$ cat config.mk
export PLATFORM = sky130hd
export DESIGN_NAME = seq_mult_nxn
export DESIGN_NICKNAME = d
export VERILOG_FILES = /design/src/rtl/seq_mult_nxn.sv
export SDC_FILE = /design/constraint.sdc
export NUM_CORES = 1
export LEC_CHECK = 0
export BUFFER_PORTS_ARGS = -buffer_cell sky130_fd_sc_hd__buf_2
export CAP_MARGIN = 30
export CORE_ASPECT_RATIO = 0.8
export CORE_UTILIZATION = 50
export DETAILED_ROUTE_END_ITERATION = 7
export PLACE_DENSITY_LB_ADDON = 0.1
export SLEW_MARGIN = 10
export SYNTH_ARGS = -nofsm -noshare
export SYNTH_HDL_FRONTEND = slang
export SYNTH_SLANG_ARGS = --single-unit
$ cat constraint.sdc
create_clock -name clk -period 6.9 [get_ports clk]
set_input_delay 0.69 -clock clk [delete_from_list [all_inputs] [get_ports clk]]
set_output_delay 0.69 -clock clk [all_outputs]
set_load 0.05 [all_outputs]
$ cat src/rtl/seq_mult_nxn.sv
// Sequential WxW multiplier: one 4x4 nibble partial product per cycle over K*K steps,
// operating on magnitudes with a final sign-fix step for two's-complement mode.
module seq_mult_nxn #(
   parameter int W = 8
) (
   input  logic             clk,
   input  logic             reset_n,
   input  logic             start,
   input  logic             signed_mode,
   input  logic [W-1:0]     dataa,
   input  logic [W-1:0]     datab,
   output logic             busy,
   output logic             done,
   output logic [2*W-1:0]   product
);

   localparam int K  = W / 4;
   localparam int N  = K * K;
   localparam int CW = (N > 1) ? $clog2(N) : 1;

   if ((W % 4) != 0 || W < 4) begin : g_bad_width
      $error("seq_mult_nxn: W must be a multiple of 4 and at least 4");
   end

   typedef enum logic [1:0] {IDLE, CALC, FIX, DONE} state_t;

   state_t            state_q, state_d;
   logic [W-1:0]      a_q, a_d;
   logic [W-1:0]      b_q, b_d;
   logic              neg_q, neg_d;
   logic [2*W-1:0]    acc_q, acc_d;
   logic [CW-1:0]     cnt_q, cnt_d;
   logic              busy_q, busy_d;
   logic              done_q, done_d;
   logic [2*W-1:0]    product_q, product_d;

   int                idx_i_s;
   int                idx_j_s;
   logic [7:0]        nib_prod_s;
   logic [2*W-1:0]    term_s;

   // next-state, datapath step and output decode
   always_comb begin
      state_d   = state_q;
      a_d       = a_q;
      b_d       = b_q;
      neg_d     = neg_q;
      acc_d     = acc_q;
      cnt_d     = cnt_q;
      product_d = product_q;

      idx_i_s    = int'(cnt_q) % K;
      idx_j_s    = int'(cnt_q) / K;
      nib_prod_s = {4'b0000, a_q[4*idx_i_s +: 4]} * {4'b0000, b_q[4*idx_j_s +: 4]};
      term_s     = (2*W)'(nib_prod_s) << (4 * (idx_i_s + idx_j_s));

      case (state_q)
         IDLE, DONE: begin
            if (start) begin
               // magnitudes are stored unsigned so -2^(W-1) maps to 2^(W-1) without loss
               a_d     = (signed_mode && dataa[W-1]) ? (~dataa + W'(1)) : dataa;
               b_d     = (signed_mode && datab[W-1]) ? (~datab + W'(1)) : datab;
               neg_d   = signed_mode & (dataa[W-1] ^ datab[W-1]);
               acc_d   = '0;
               cnt_d   = '0;
               state_d = CALC;
            end else begin
               state_d = IDLE;
            end
         end
         CALC: begin
            acc_d = acc_q + term_s;
            if (cnt_q == CW'(N - 1)) begin
               state_d = FIX;
            end else begin
               cnt_d = cnt_q + CW'(1);
            end
         end
         FIX: begin
            product_d = neg_q ? (~acc_q + (2*W)'(1)) : acc_q;
            state_d   = DONE;
         end
         default: begin
            state_d = IDLE;
         end
      endcase

      busy_d = (state_d == CALC) || (state_d == FIX);
      done_d = (state_d == DONE);
   end

   // state and output registers with synchronous active-low reset
   always_ff @(posedge clk) begin
      if (!reset_n) begin
         state_q   <= IDLE;
         a_q       <= '0;
         b_q       <= '0;
         neg_q     <= 1'b0;
         acc_q     <= '0;
         cnt_q     <= '0;
         busy_q    <= 1'b0;
         done_q    <= 1'b0;
         product_q <= '0;
      end else begin
         state_q   <= state_d;
         a_q       <= a_d;
         b_q       <= b_d;
         neg_q     <= neg_d;
         acc_q     <= acc_d;
         cnt_q     <= cnt_d;
         busy_q    <= busy_d;
         done_q    <= done_d;
         product_q <= product_d;
      end
   end

   assign busy    = busy_q;
   assign done    = done_q;
   assign product = product_q;

endmodule

==> out/qor.yml <==
outcome:
  status: "finished, final reports clean"
floorplanning:
  die_y_um: 81.89
  rows: 28
  coreArea_um2: 7567
  pin_count: 38
  die_w_um: 101.9
  dieArea_um2: 8341
  initial_core_util_pct: 52.71
global_route:
  grt_start_max_net_pins: 52
  grt_pass1_wl_um: 14880
  overflow: 0
  grt_use_total_pct: 22.75
  grt_pass1_vias: 3056
  antenna_found_initial: 0
sta:
  finalSetupTns_ns: 0
  finalHoldViolations: 0
  worst_slack_ns: 1.741
  post-route-min-period_ns: 5.159
  rsz0062_at_grt: "false"
  tightestPinTransition_ns: 0.9044
  fmax_mhz: 193.8
  setup_viol: 0
  slew-limit-headroom_pct: 39.70
  report.final.slew_viol_count: 0
  fin_crit_sh_pct: 74.77
  fin_worst_skew_ns: 0.009123
cts:
  cts-resized-gates: 0
  clk_latency_ns: 0.31
  cts_tree: "built"
  max-clock-path-buffers: 2
  cts_root_buf: "clkbuf_8"
  cts_buffers: 5
  h-tree-depth: 2
  cts_setup_buffers: 0
  postCtsHoldBufs: 0
  clkSinkCount: 55
  clk_pin_slew_ns: 0.11
routing:
  totalWireLength_um: 8800
  drt-vias-per-instance: 5.616
  drtAntennaViolNets: 0
  drc: 0
  detail_route.first_pass.iterations: 4
  routed-via-count: 3392
  first_iter_violations: 149
  wire_per_inst_um: 14.57
critical_path:
  cpMostUsedCell: "nor2_1"
  rrSetupSlack_ns: 1.74
  crit_path_start_kind: "register"
  worstReg2RegEnd: "acc_q[14]"
  max_stage_delay_ns: 0.54
  worstPathRequired_ns: 7.12
  crit_chain: "mux2i_1 > or2_1 > fa_1 > inv_1 > fa_1 > ha_1 > a21oi_1 > nor2b_1 > nor2_1 > xor2_1 > nor2_1 > a21oi_1 > nor2_1 > ha_1 > o21a_1 > o21a_1 > nor2_1 > o31ai_2 > a311oi_2 > xnor2_1 > a22o_1"
  r2r_start: "cnt_q[1]"
  cp-end-kind: "register"
  slowest_stage: "fa_1"
  cp.arrival_ns: 5.38
  reg2regPathDepth: 21
  critPathKind: "register to register"
  path_max_fanout: 6
synthesis:
  async_flop_share_pct: 0
  synth_area_um2: 3989
  syn_nets: 536
  ys_seq_area_share_pct: 27.60
  yosys_warnings: 0
  syn_avg_cell_area_um2: 8.362
  synth_cells: 477
  ys_types: 56
  ys_ff_latch: 55
  synth_ff_type: "dfxtp_1"
  synth_edf_count: 0
placement:
  place_ws_ns: 1.819
  io_buffers: 37
  place.gp.congestion: 0.9007
  dp_hpwl_um: 6799
flow_run:
  max_cap_viol_count: 0
cells_and_area:
  nets: 557
  area_delta_synth_final_pct: 8.061
  final_layout_size_suffix_gt1_share_pct: 11.42
  fillers: 702
  n_antenna_cell: 0
worst_hold_path:
  min_path_cells: 2
  worstHoldStart: "b_q[0]"
  holdPathEnd: "b_q[0]"
  hold_path.class: "register to register"
power:
  p_per_area_nw_per_um2: 145.4
  vdd_ir_drop_max_mv: 0.07424
  cellLeakagePower_nw: 2.005
==> through the flow <==
stage                     cell area, um2  total power [mW]  std cells  util (%)  hold slack [ns]
after floorplan                     3989            0.4169        477         -           0.4344
after global placement              4218            0.4433        596     55.74           0.4552
after detailed placement            4218            0.4445        596     55.74           0.4515
after CTS                           4310            0.6285        604     56.96           0.4723
after global routing                4310            0.6603        604     56.96           0.5047
final                               4310            0.6266        604     56.96           0.4765
==> where the power goes <==
group / switching, mW / total [mW] / leakage [nW] / internal [mW]
Sequential: 0.00890 / 0.336 / 0.447 / 0.327
Combinational: 0.0628 / 0.103 / 1.51 / 0.0398
Clock: 0.115 / 0.188 / 0.0461 / 0.0736
==> worst max-delay path by stage <==
| stage | from | endpoint | cells past startpoint |
|---|---|---|---|
| after floorplan | cnt_q[0] | acc_q[14] | 21 |
| after global placement | cnt_q[0] | acc_q[14] | 21 |
| after detailed placement | cnt_q[1] | acc_q[14] | 21 |
| after CTS | cnt_q[1] | acc_q[14] | 21 |
| after global routing | cnt_q[1] | acc_q[14] | 21 |
| final | cnt_q[1] | acc_q[14] | 21 |
==> cell usage after synthesis, types with 2 or more instances <==
library cell / n / area, um2
o211a_1: 20 / 200.2
mux2i_1: 12 / 120.1
clkbuf_1: 20 / 75.07
nor2b_1: 9 / 56.30
or2_1: 4 / 25.02
a22o_1: 7 / 61.31
buf_1: 2 / 7.510
nand2b_1: 5 / 31.28
o211ai_1: 2 / 15.01
ha_1: 34 / 425.4
o41ai_1: 2 / 17.52
or4_4: 3 / 33.78
o22ai_1: 4 / 25.02
mux2_2: 2 / 22.52
o21a_1: 4 / 30.03
a21oi_1: 22 / 110.1
inv_1: 20 / 75.07
o31ai_1: 6 / 45.04
and2_1: 8 / 50.05
nor3_1: 10 / 50.05
nand3_1: 30 / 150.1
or3_1: 5 / 31.28
o21ai_0: 9 / 45.04
dfxtp_1: 55 / 1101
o21ai_1: 11 / 55.05
xor2_1: 20 / 175.2
a21o_1: 7 / 52.55
fa_1: 5 / 100.1
a31oi_1: 2 / 12.51
nor2_1: 31 / 116.4
a21boi_1: 13 / 97.59
and3_1: 2 / 12.51
xnor2_1: 18 / 157.7
nand2_1: 49 / 183.9
nand3b_1: 2 / 15.01
o31ai_2: 2 / 25.02
==> registers in the layout (all words and copies together), names as in the netlist <==
signal   cells
acc_q       16
busy         1
state_q      2
neg_q        1
b_q          8
product     16
cnt_q        2
done         1
a_q          8
==> kinds of logic (layout without fill, tap and decap cells) <==
logic type / count (synthesis) / after routing / share of synthesized area, %
AOI/OAI and AO/OA: 124 / 124 / 23.12
xor gates and xnor gates: 38 / 38 / 8.344
adders and majority gates: 39 / 39 / 13.17
buffers and inverters: 43 / 65 / 4.078
DFF: 55 / 55 / 27.60
muxes: 14 / 14 / 3.576
and+or+nand+nor: 164 / 164 / 20.11
==> cell type report <==
class / count / area, um2 / share of cell area [%]
Clock buffer: 5 / 68.82 / 1.597
Tap cell: 105 / 131.4 / 3.048
Multi-Input combinational cell: 379 / 2725 / 63.22
Sequential cell: 55 / 1101 / 25.54
Inverter: 20 / 75.07 / 1.742
Clock inverter: 3 / 23.77 / 0.5515
Timing Repair Buffer: 37 / 185.2 / 4.296
==> layer usage <==
metal  vias up  share of wire, %  track usage, %
li1       1746                 -               -
met4         0               1.1           6.286
met3         7               4.1           2.638
met2        65                39           33.24
met5         -                 0               0
met1      1574                55           34.75
==> layout by cell type, fill, tap and decap left out, types with 6 or more instances in the layout <==
master,Yosys,layout
mux2i_1,12,12
buf_2,1,37
nand3_1,30,30
xor2_1,20,20
dfxtp_1,55,55
a21boi_1,13,13
o211a_1,20,20
ha_1,34,34
inv_1,20,20
xnor2_1,18,18
a22o_1,7,7
nor3_1,10,10
nor2_1,31,31
and2_1,8,8
o31ai_1,6,6
nand2_1,49,49
a21oi_1,22,22
o21ai_0,9,9
nor2b_1,9,9
a21o_1,7,7
o21ai_1,11,11
==> critical path: cells and delay by family, from the launching register on <==
kind	cells	cell delay [ns]
flip-flops	1	0.49
AO/OA/AOI/OAI	7	1.50
buffers and inverters	1	0.05
AND/OR/NAND/NOR	6	0.85
XOR/XNOR	2	0.28
adder cells (fa/ha/maj)	4	1.69
multiplexers	1	0.21
Note: power is estimated with default switching activity, not from simulation.
